[src/rtl/tdm_demux_pkg.sv]
`default_nettype none
// ============================================================================
//  Module   : tdm_demux_pkg
//  Brief    : Shared types and sizing helpers for the TDM demultiplexer.
//             Frame length depends on macro TDM_DEMUX_PARITY_EN.
//  Revision : 1.0  initial release
// ============================================================================
package tdm_demux_pkg;

    typedef enum logic [0:0] {
        ST_HUNT = 1'b0,
        ST_RUN  = 1'b1
    } state_e;

`ifdef TDM_DEMUX_PARITY_EN
    localparam int PARITY_SLOTS = 1;
`else
    localparam int PARITY_SLOTS = 0;
`endif

    // Slot index must be able to hold CHANNELS (the parity slot index).
    function automatic int slot_width(input int channels);
        return $clog2(channels + 1);
    endfunction

    function automatic int frame_len(input int channels);
        return channels + PARITY_SLOTS;
    endfunction

endpackage
`default_nettype wire

[src/rtl/tdm_slot_counter.sv]
`default_nettype none
// ============================================================================
//  Module   : tdm_slot_counter
//  Brief    : Wrapping slot counter with clear/load-one/increment controls
//             and a terminal-count flag at LAST.
//  Revision : 1.0  initial release
// ============================================================================
module tdm_slot_counter #(
    parameter int W    = 2,
    parameter int LAST = 1
) (
    input  logic         clk,
    input  logic         rst_n,
    input  logic         inc_i,
    input  logic         load1_i,
    input  logic         clear_i,
    output logic [W-1:0] count_o,
    output logic         tc_o
);

    logic [W-1:0] count_q;
    logic [W-1:0] count_d;

    assign tc_o    = (count_q == W'(LAST));
    assign count_o = count_q;

    always_comb begin
        count_d = count_q;
        if (clear_i) begin
            count_d = '0;
        end else if (load1_i) begin
            count_d = W'(1);
        end else if (inc_i) begin
            count_d = tc_o ? '0 : count_q + W'(1);
        end
    end

    always_ff @(posedge clk or negedge rst_n) begin
        if (!rst_n) begin
            count_q <= '0;
        end else begin
            count_q <= count_d;
        end
    end

endmodule
`default_nettype wire

[src/rtl/tdm_demux.sv]
`default_nettype none
// ============================================================================
//  Module   : tdm_demux
//  Brief    : Time-division demultiplexer rebuilding sync-marked serial slots
//             into a parallel frame word with valid/ready output.
//             Optional trailing parity slot: TDM_DEMUX_PARITY_EN.
//  Revision : 1.0  initial release
// ============================================================================
module tdm_demux
    import tdm_demux_pkg::*;
#(
    parameter int CHANNELS = 2,
    parameter int WIDTH    = 1
) (
    input  logic                                clk,
    input  logic                                rst_n,
    input  logic [WIDTH-1:0]                    din,
    input  logic                                din_valid,
    input  logic                                sync,
    output logic [slot_width(CHANNELS)-1:0]     slot,
    output logic [CHANNELS*WIDTH-1:0]           ch_out,
    output logic                                frame_valid,
    input  logic                                frame_ready,
    output logic                                sync_err,
    output logic                                overrun,
    output logic                                parity_err
);

    localparam int SW = slot_width(CHANNELS);
    localparam int FW = CHANNELS * WIDTH;

    state_e        state_q;
    logic [FW-1:0] shadow_q;
    logic [FW-1:0] shadow_d;
    logic [FW-1:0] ch_out_q;
    logic          frame_valid_q;
    logic          sync_err_q;
    logic          overrun_q;
    logic [SW-1:0] slot_q;
    logic          slot_tc;

    logic start;
    logic data_wr;
    logic par_wr;
    logic sync_err_d;
    logic to_hunt;
    logic frame_end;
    logic par_bad;
    logic frame_good;
    logic xfer;

    tdm_slot_counter #(
        .W    (SW),
        .LAST (frame_len(CHANNELS) - 1)
    ) u_slot_counter (
        .clk     (clk),
        .rst_n   (rst_n),
        .inc_i   (data_wr | par_wr),
        .load1_i (start),
        .clear_i (to_hunt),
        .count_o (slot_q),
        .tc_o    (slot_tc)
    );

    // A sync sample always restarts the frame; mid-frame it also flags an error.
    always_comb begin
        start      = 1'b0;
        data_wr    = 1'b0;
        par_wr     = 1'b0;
        sync_err_d = 1'b0;
        to_hunt    = 1'b0;
        if (din_valid) begin
            if (state_q == ST_HUNT) begin
                start = sync;
            end else if (sync) begin
                start      = 1'b1;
                sync_err_d = (slot_q != '0);
            end else if (slot_q == '0) begin
                sync_err_d = 1'b1;
                to_hunt    = 1'b1;
            end else if (slot_q < SW'(CHANNELS)) begin
                data_wr = 1'b1;
            end else begin
                par_wr = 1'b1;
            end
        end
    end

    always_comb begin
        shadow_d = shadow_q;
        if (start) begin
            shadow_d[WIDTH-1:0] = din;
        end
        for (int k = 1; k < CHANNELS; k++) begin
            if (data_wr && (slot_q == SW'(k))) begin
                shadow_d[k*WIDTH +: WIDTH] = din;
            end
        end
    end

`ifdef TDM_DEMUX_PARITY_EN
    logic par_acc_q;
    logic parity_err_q;

    assign par_bad    = par_wr && (par_acc_q != din[0]);
    assign parity_err = parity_err_q;

    always_ff @(posedge clk or negedge rst_n) begin
        if (!rst_n) begin
            par_acc_q    <= 1'b0;
            parity_err_q <= 1'b0;
        end else begin
            if (start) begin
                par_acc_q <= ^din;
            end else if (data_wr) begin
                par_acc_q <= par_acc_q ^ (^din);
            end
            parity_err_q <= par_bad;
        end
    end
`else
    assign par_bad    = 1'b0;
    assign parity_err = 1'b0;
`endif

    assign frame_end  = (data_wr || par_wr) && slot_tc;
    assign frame_good = frame_end && !par_bad;
    assign xfer       = frame_valid_q && frame_ready;

    always_ff @(posedge clk or negedge rst_n) begin
        if (!rst_n) begin
            state_q       <= ST_HUNT;
            shadow_q      <= '0;
            ch_out_q      <= '0;
            frame_valid_q <= 1'b0;
            sync_err_q    <= 1'b0;
            overrun_q     <= 1'b0;
        end else begin
            case (state_q)
                ST_HUNT: if (start)   state_q <= ST_RUN;
                ST_RUN:  if (to_hunt) state_q <= ST_HUNT;
                default:              state_q <= ST_HUNT;
            endcase
            shadow_q   <= shadow_d;
            sync_err_q <= sync_err_d;
            overrun_q  <= 1'b0;
            // A completing frame may load in the same cycle the held one leaves.
            if (frame_good && (!frame_valid_q || frame_ready)) begin
                ch_out_q      <= shadow_d;
                frame_valid_q <= 1'b1;
            end else begin
                if (xfer) begin
                    frame_valid_q <= 1'b0;
                end
                if (frame_good) begin
                    overrun_q <= 1'b1;
                end
            end
        end
    end

    assign slot        = slot_q;
    assign ch_out      = ch_out_q;
    assign frame_valid = frame_valid_q;
    assign sync_err    = sync_err_q;
    assign overrun     = overrun_q;

endmodule
`default_nettype wire

[config.mk]
export PLATFORM = sky130hd
export DESIGN_NAME = tdm_demux
export DESIGN_NICKNAME = d
export VERILOG_FILES = /design/src/rtl/tdm_demux_pkg.sv /design/src/rtl/tdm_slot_counter.sv /design/src/rtl/tdm_demux.sv
export SDC_FILE = /design/constraint.sdc
export NUM_CORES = 1
export LEC_CHECK = 0
export BUFFER_PORTS_ARGS = -buffer_cell sky130_fd_sc_hd__buf_2
export CORE_AREA = 2 2 39 41
export DETAILED_ROUTE_END_ITERATION = 6
export DIE_AREA = 0 0 41 43
export MAX_ROUTING_LAYER = met4
export PLACE_DENSITY_LB_ADDON = 0.05
export SYNTH_ARGS = -nofsm -noshare
export SYNTH_HDL_FRONTEND = slang
export SYNTH_SLANG_ARGS = --single-unit
export TNS_END_PERCENT = 5
[constraint.sdc]
create_clock -name clk -period 1.4 [get_ports clk]
set_input_delay 0.14 -clock clk [delete_from_list [all_inputs] [get_ports clk]]
set_output_delay 0.14 -clock clk [all_outputs]
set_load 0.05 [all_outputs]
==> metrics.md, run 1 <==
| Metric | Value |
|---|---|
| DR WL/cell | 11.6 um |
| Final Critical Period | ~1.3 ns |
| Setup-failing EPs final | 0 |
| Post-Place Worst Slack | 0.127 ns |
| Max Fanout on Critical Path | 5 |
| IO Count | 14 |
| Mapped Cells | 35 |
| Post-layout net count | 59 |
| Die Area | 1760 um^2 |
| Peak per-stage delay on the critical path | 0.43 ns |
| Vias in the first global route | 318 |
| RSZ-0062 raised after global routing | no |
| DRT Pass-1 Iters | 1 |
| Worst r2r src | u_slot_counter.count_o[1]$_DFFE_PN0P_ |
| Core area | around 1400 um^2 |
| Non-Filler Instances | 67 |
| Final period util | 0.913 |
| HPWL after DPL | 601 um |
| Unique masters post-synth | 17 |
| Post-synth net total | 42 |
| Inst Count DP | 62 |
| Critical Path, Cell by Cell | and4bb_1 -> nand3_2 -> mux2_4 |
| Status | completed |
| GP Congestion | between 0.6 and 0.7 |
| Critical path arrival | 1.41 ns |
| Largest net degree at the start of global routing | 10 |
| Num Clock Sinks | 9 |
| CTS tree | done |
| VDD IR-drop max | 0.980 mV |
| TNS Setup | 0 ns |
| Starting Density | 0.293 |
| Post-route clock skew | 0.00651 ns |
| Setup CP Type | flop to flop |
| Final core utilization | 0.373 |
| Layout cell share with drive strength beyond 1 | 0.392 |
| Die X | 41 um |
| Tot Pwr | roughly 1.1 mW |
| CP Buf/Inv Count | 0 |
| Post-synth EDFFs | 0 |
| Drc violations | 0 |
| Gr usage total | 0.119 |
| Synthesis-to-layout area growth | 27.2% |
| Dpl cell area | 479 um^2 |
| WHS Endpoint | ch_out[1]$_DFFE_PN0P_ |
| Crit path max-delay family | flip-flops |
| Routed WL | between 700 and 800 um |
| Seq cells post-synth | 9 |
| First-pass GRT wire length | about 1.4 mm |
| CP max stage cell | dfrtp_2 |
| Setup crit end kind | flop |
| Min-delay worst type | input port to flop |
| Power Dens Cells | between 2000 and 2500 nW/um^2 |
| Syn Area/Cell | 11.6 um^2 |
| Final ANT Viol Nets | 0 |
| Mapped cell area | 405 um^2 |
| Clk_lat worst skew | ~0.25 ns |
| PnR worst setup slack | 0.121 ns |
| Final hold violation count | 0 |
| RR Endpoint | ch_out[1]$_DFFE_PN0P_ |
| Min-delay src | din |
| Via density per instance | 4.54 |
| Number of max-cap violations | 0 |
| Clk root buf | clkbuf_4 |
| Die Y-Extent | 43 um |
| CTS Buffer Depth | 2 |
| Seq/Total Area, Yosys | 0.556 |
| Reg2Reg Depth | 3 |
| Rows | 14 |
| Lkg Pwr | 0.269 nW |
| H-tree levels | 1 |
| Hold_ws | 0.153 ns |
| Async SR Flop Fraction | 1.00 |
| Total congestion overflow | 0 |
| Yosys warnings | 0 |
| Max Slew Vio Count | 0 |
| Worst reg2reg setup slack | 0.12 ns |
| Ant. Diodes | 0 |
| I/O Buffers | 12 |
| Required @ worst endpoint | ~1.5 ns |
| Final Instance Area | between 500 and 600 um^2 |
| Ys flop type | dfrtp_1 |
| Initial DRC count | 0 |
| FMAX | around 0.8 GHz |
| Clock transition at the registers of the reported paths | 0.06 ns |
| Initial antenna violation count | 0 |
| TritonCTS buffer count | 3 |
| Total number of vias | ~300 |
| Crit path launch type | flop |
| Hold Path Depth | 2 |
-- cells in the mapped netlist, types with 3 or more instances --
master   n  area [um^2]
mux2_4   3         45.0
nor2_1   3         11.3
a21oi_1  3         15.0
nand2_1  5         18.8
dfrtp_1  9          225
-- cells in the final DEF (no fill, tap or decap), drive strengths merged --
master | synthesis | routed
a21boi | 1 | 1
clkbuf | 0 | 4
nand3 | 1 | 1
mux2 | 3 | 3
o22a | 1 | 1
buf | 1 | 12
dfrtp | 9 | 9
nand2 | 5 | 5
conb | 1 | 1
nor2b | 1 | 1
nand2b | 1 | 1
dlygate4sd3 | 0 | 1
nor2 | 3 | 3
and4bb | 1 | 1
a31oi | 1 | 1
inv | 1 | 1
ha | 1 | 1
a21oi | 3 | 3
o21ai | 1 | 1
-- worst max-delay path by stage --
stage | from | end | cells after the start
final | u_slot_counter.count_o[1]$_DFFE_PN0P_ | ch_out[1]$_DFFE_PN0P_ | 3
after global routing | u_slot_counter.count_o[1]$_DFFE_PN0P_ | ch_out[0]$_DFFE_PN0P_ | 3
after CTS | u_slot_counter.count_o[1]$_DFFE_PN0P_ | ch_out[1]$_DFFE_PN0P_ | 3
after detailed placement | u_slot_counter.count_o[1]$_DFFE_PN0P_ | ch_out[1]$_DFFE_PN0P_ | 3
after global placement | u_slot_counter.count_o[1]$_DFFE_PN0P_ | ch_out[0]$_DFFE_PN0P_ | 3
after floorplan | u_slot_counter.count_o[0]$_DFFE_PN0P_ | u_slot_counter.count_o[1]$_DFFE_PN0P_ | 5
-- cell type report --
type	count	area, um^2
Tap cell	16	20.0
Sequential cell	9	226
Fill cell	142	868
Clock buffer	4	26.3
Multi-Input combinational cell	24	169
Timing Repair Buffer	13	70.1
Inverter	1	3.75
-- what timing repair did --
item,4_1_cts,5_1_grt
hold buffers,1,0
resized for setup,0,0
hold endpoints to repair,9,0
buffers inserted,0,0
-- kinds of logic after synthesis --
kind of cell | count (synthesis) | synth area share
other | 1 | 0.00925
AND/OR/NAND/NOR | 12 | 0.161
AO/OA/AOI/OAI | 7 | 0.105
adder cells (fa/ha/maj) | 1 | 0.0309
flip-flops | 9 | 0.556
buffers and inverters | 2 | 0.0278
multiplexers | 3 | 0.111
-- power by group --
group / switching [mW] / internal (mW)
Combinational: 0.336 / 0.153
Sequential: 0.0667 / 0.340
Clock: 0.0881 / 0.110
Total: 0.490 / 0.602
-- per-layer routing --
metal  wire, um  GRT usage
met5          0          -
met1        362      0.147
met4          0     0.0800
met3         58     0.0314
met2        353      0.163
-- state kept, by name, summed over array words and instances (netlist names) --
| signal | flops |
|---|---|
| u_slot_counter.count_o | 2 |
| state_q | 1 |
| shadow_q | 1 |
| sync_err | 1 |
| overrun | 1 |
| ch_out | 2 |
| frame_valid | 1 |
Power figures use the tool's default switching activity.
==> inputs of run 2 (changes only) <==
--- a/config.mk
+++ b/config.mk
@@ -5,13 +5,13 @@
 export SDC_FILE = /design/constraint.sdc
 export NUM_CORES = 1
 export LEC_CHECK = 0
-export BUFFER_PORTS_ARGS = -buffer_cell sky130_fd_sc_hd__buf_2
-export CORE_AREA = 2 2 39 41
+export BUFFER_PORTS_ARGS = -buffer_cell sky130_fd_sc_hd__clkbuf_2
+export CORE_UTILIZATION = 34
 export DETAILED_ROUTE_END_ITERATION = 6
-export DIE_AREA = 0 0 41 43
 export MAX_ROUTING_LAYER = met4
 export PLACE_DENSITY_LB_ADDON = 0.05
 export SYNTH_ARGS = -nofsm -noshare
 export SYNTH_HDL_FRONTEND = slang
+export SYNTH_HIERARCHICAL = 1
 export SYNTH_SLANG_ARGS = --single-unit
 export TNS_END_PERCENT = 5
==> run 2 against run 1 <==
  * Sequential share of layout area decreased by 2.5 points
  * Critical endpoint is now u_slot_counter/count_o[1]$_DFFE_PN0P_
  * Routed wire length increased by 14%
  * Non-clock buffer count unchanged
  * Synthesized cell count increased by 26%
  * Sequential power increased by 10%
  * Worst setup slack got worse by 0.043 ns
  * Flip-flop and latch count increased by 1
  * Maximum frequency decreased by 3.3%
  * Global-route usage increased by 3.3 points
  * Final cell count increased by 12%
==> metrics.md, run 2 <==
| Metric | Value |
|---|---|
| Leading cell type in the layout, fill and taps excluded | clkbuf_2 |
| RR Endpoint | u_slot_counter/count_o[1]$_DFFE_PN0P_ |
| Final ANT Viol Nets | 0 (unchanged) |
| Critical Path, Cell by Cell | or2_4 -> inv_2 -> nor3_2 -> a2111oi_2 |
| Cell taking the most area after synthesis | dfrtp_1 |
| Num Clock Sinks | 10 (+1) |
| Vias in the first global route | 318 (unchanged) |
| HPWL after DPL | 688 um (+15%) |
| Number of max-cap violations | 0 (unchanged) |
| GP Congestion | 0.797 (+25%) |
| Reg2Reg Depth | 4 (+1) |
| First-pass GRT wire length | 1.40 mm (+3.6%) |
| Via density per instance | 4.76 (+4.9%) |
| Layout cell share with drive strength beyond 1 | 0.467 (+0.0745) |
| Seq cells post-synth | 10 (+1) |
| Die Area | 1560 um^2 (-12%) |
| Inst Count DP | 70 (+13%) |
| Max Slew Vio Count | 0 (unchanged) |
| Worst reg2reg setup slack | 0.08 ns (-0.04 ns) |
| Final period util | 0.944 (+0.0308) |
| CTS tree | done |
| Met1 WL | 425 um (+17%) |
| Fill cell count | 124 (-13%) |
| Clock transition at the registers of the reported paths | 0.07 ns (about the same) |
| Final core utilization | 0.469 (+0.0967) |
| Largest net degree at the start of global routing | 11 (+1) |
| Core area | 1300 um^2 (-6.0%) |
| Unique masters post-synth | 24 (+7) |
| DRT Pass-1 Iters | 2 (+1) |
| Peak per-stage delay on the critical path | 0.46 ns (+0.03 ns) |
| Total number of vias | 357 (+17%) |
| Non-Filler Instances | 75 (+12%) |
| Seq/Total Area, Yosys | 0.524 (-0.0320) |
| Ant. Diodes | 0 (unchanged) |
| Clk_lat worst skew | 0.26 ns (about the same) |
| Post-route clock skew | 0.00101 ns (-0.00550 ns) |
| CP Buf/Inv Count | 1 (+1) |
| Post-synth net total | 51 (+21%) |
| Most numerous cell in the Yosys netlist | dfrtp_1 |
| Rows | 13 (-1) |
| Wire length on met2 | 418 um (+18%) |
| Min-delay src | din |
| Final Critical Period | 1.32 ns (+0.0431 ns) |
| I/O Buffers | 12 (unchanged) |
| Initial antenna violation count | 0 (unchanged) |
| Critical path arrival | 1.47 ns (+0.06 ns) |
| Final hold violation count | 0 (unchanged) |
| Synthesis-to-layout area growth | 27.7% |
| Synth top area share | 0.524 (-0.0320) |
| CTS Buffer Depth | 2 (unchanged) |
| Yosys warnings | 6 (+6) |
| Setup crit end kind | flop |
| Power Dens Cells | 2080 nW/um^2 (-1.9%) |
| Total congestion overflow | 0 (unchanged) |
| Status | completed |
| Max Fanout on Critical Path | 7 (+2) |
| Initial DRC count | 11 (+11) |
| VDD IR-drop max | 0.970 mV (-1.0%) |
| Clk root buf | clkbuf_4 |
| Post-synth EDFFs | 0 (unchanged) |
| Drc violations | 0 (unchanged) |
| Crit path launch type | flop |
| H-tree levels | 1 (unchanged) |
| Routed WL | 886 um (+14%) |
| Commonest cells after routing, fill and taps aside | 12 x clkbuf_2, 8 x dfrtp_1, 4 x nor2_1, 4 x inv_1 |
| Gr usage total | 0.152 (+0.0331) |
| Crit path max-delay family | flip-flops |
| Mapped Cells | 44 (+26%) |
| Die Y-Extent | 39.5 um (-8.2%) |
| Die X | 39.5 um (-3.7%) |
| TritonCTS buffer count | 3 (unchanged) |
| Starting Density | 0.367 (+0.0744) |
| Required @ worst endpoint | 1.55 ns (+0.02 ns) |
| Post-layout net count | 68 (+15%) |
| Lkg Pwr | 0.304 nW (+13%) |
| IO Count | 14 (unchanged) |
| WHS Endpoint | shadow_q[0]$_DFF_PN0_ |
| Post-synth top cells | 10 x dfrtp_1, 5 x inv_1, 4 x nor2_1 |
| DR WL/cell | 11.8 um (+2.3%) |
| Hold Path Depth | 2 (unchanged) |
| Met3 wire len | 43 um (-26%) |
| CP max stage cell | dfrtp_2 |
| RSZ-0062 raised after global routing | no |
| Mapped cell area | 478 um^2 (+18%) |
| Tot Pwr | 1.27 mW (+16%) |
| Worst r2r src | u_slot_counter/count_o[0]$_DFFE_PN0P_ |
| Leading post-synthesis cells by cell area | dfrtp_1 52%, inv_1 3.9%, a41oi_1 3.7%, a2111oi_2 3.1%, mux2_4 3.1% |
| Hold_ws | 0.146 ns (-0.00651 ns) |
| FMAX | 0.757 GHz (-3.3%) |
| Syn Area/Cell | 10.9 um^2 (-6.2%) |
| Setup bufs post-CTS | 0 (unchanged) |
| Min-delay worst type | input port to flop |
| Setup-failing EPs final | 0 (unchanged) |
| CP Depth | 4 (+1) |
| Async SR Flop Fraction | 1.00 (unchanged) |
| Max Used Layer | met3 |
| Ys flop type | dfrtp_1 |
| Setup CP Type | flop to flop |
==> run 2: what timing repair did <==
action	CTS	global route
gates resized for setup	0	2
hold buffers	1	0
endpoints found under the hold margin	10	0
setup endpoints to repair	0	2
==> run 2: logic make-up after synthesis <==
kind of cell,Yosys count,synth area share
muxes,2,0.0550
other,1,0.00785
AOI/OAI and AO/OA,5,0.0968
DFF,10,0.524
adders and majority gates,1,0.0262
and+or+nand+nor,18,0.217
xor gates and xnor gates,1,0.0183
buffers and inverters,6,0.0550
==> run 2: metrics by stage <==
step | area, um^2 | setup WS (ns) | setup TNS (ns)
2_1_floorplan | 488 | -0.0345 | -0.0658
3_3_place_gp | 559 | 0.0834 | 0
3_5_place_dp | 559 | 0.0587 | 0
4_1_cts | 606 | 0.0374 | 0
5_1_grt | 611 | 0.0128 | 0
6_report | 611 | 0.0784 | 0
==> run 2: area by class of cell <==
cell class,instances,area (um^2),area share
clock buffers,4,36.3,0.0594
well taps,15,18.8,0.0307
multi-input cells,28,214,0.350
inverters,5,18.8,0.0307
flip-flops and latches,10,253,0.414
repair buffers,13,70.1,0.115
==> run 2: where the power goes <==
group / internal, mW / switching, mW
sequential: 0.382 / 0.0661
clock: 0.158 / 0.103
combinational: 0.175 / 0.386
total: 0.714 / 0.555
==> run 2: how the worst max path moves through the flow <==
stage,from,to
after floorplan,u_slot_counter/count_o[0]$_DFFE_PN0P_,u_slot_counter/count_o[0]$_DFFE_PN0P_
after global placement,u_slot_counter/count_o[0]$_DFFE_PN0P_,u_slot_counter/count_o[1]$_DFFE_PN0P_
after detailed placement,u_slot_counter/count_o[0]$_DFFE_PN0P_,u_slot_counter/count_o[1]$_DFFE_PN0P_
after CTS,u_slot_counter/count_o[0]$_DFFE_PN0P_,u_slot_counter/count_o[1]$_DFFE_PN0P_
after global routing,u_slot_counter/count_o[0]$_DFFE_PN0P_,u_slot_counter/count_o[1]$_DFFE_PN0P_
final,u_slot_counter/count_o[0]$_DFFE_PN0P_,u_slot_counter/count_o[1]$_DFFE_PN0P_
==> run 2: metal layers <==
metal / vias up / track usage
met5: - / -
met4: 0 / 0.103
met3: 0 / 0.0682
met2: 12 / 0.201
met1: 162 / 0.181
li1: 183 / -
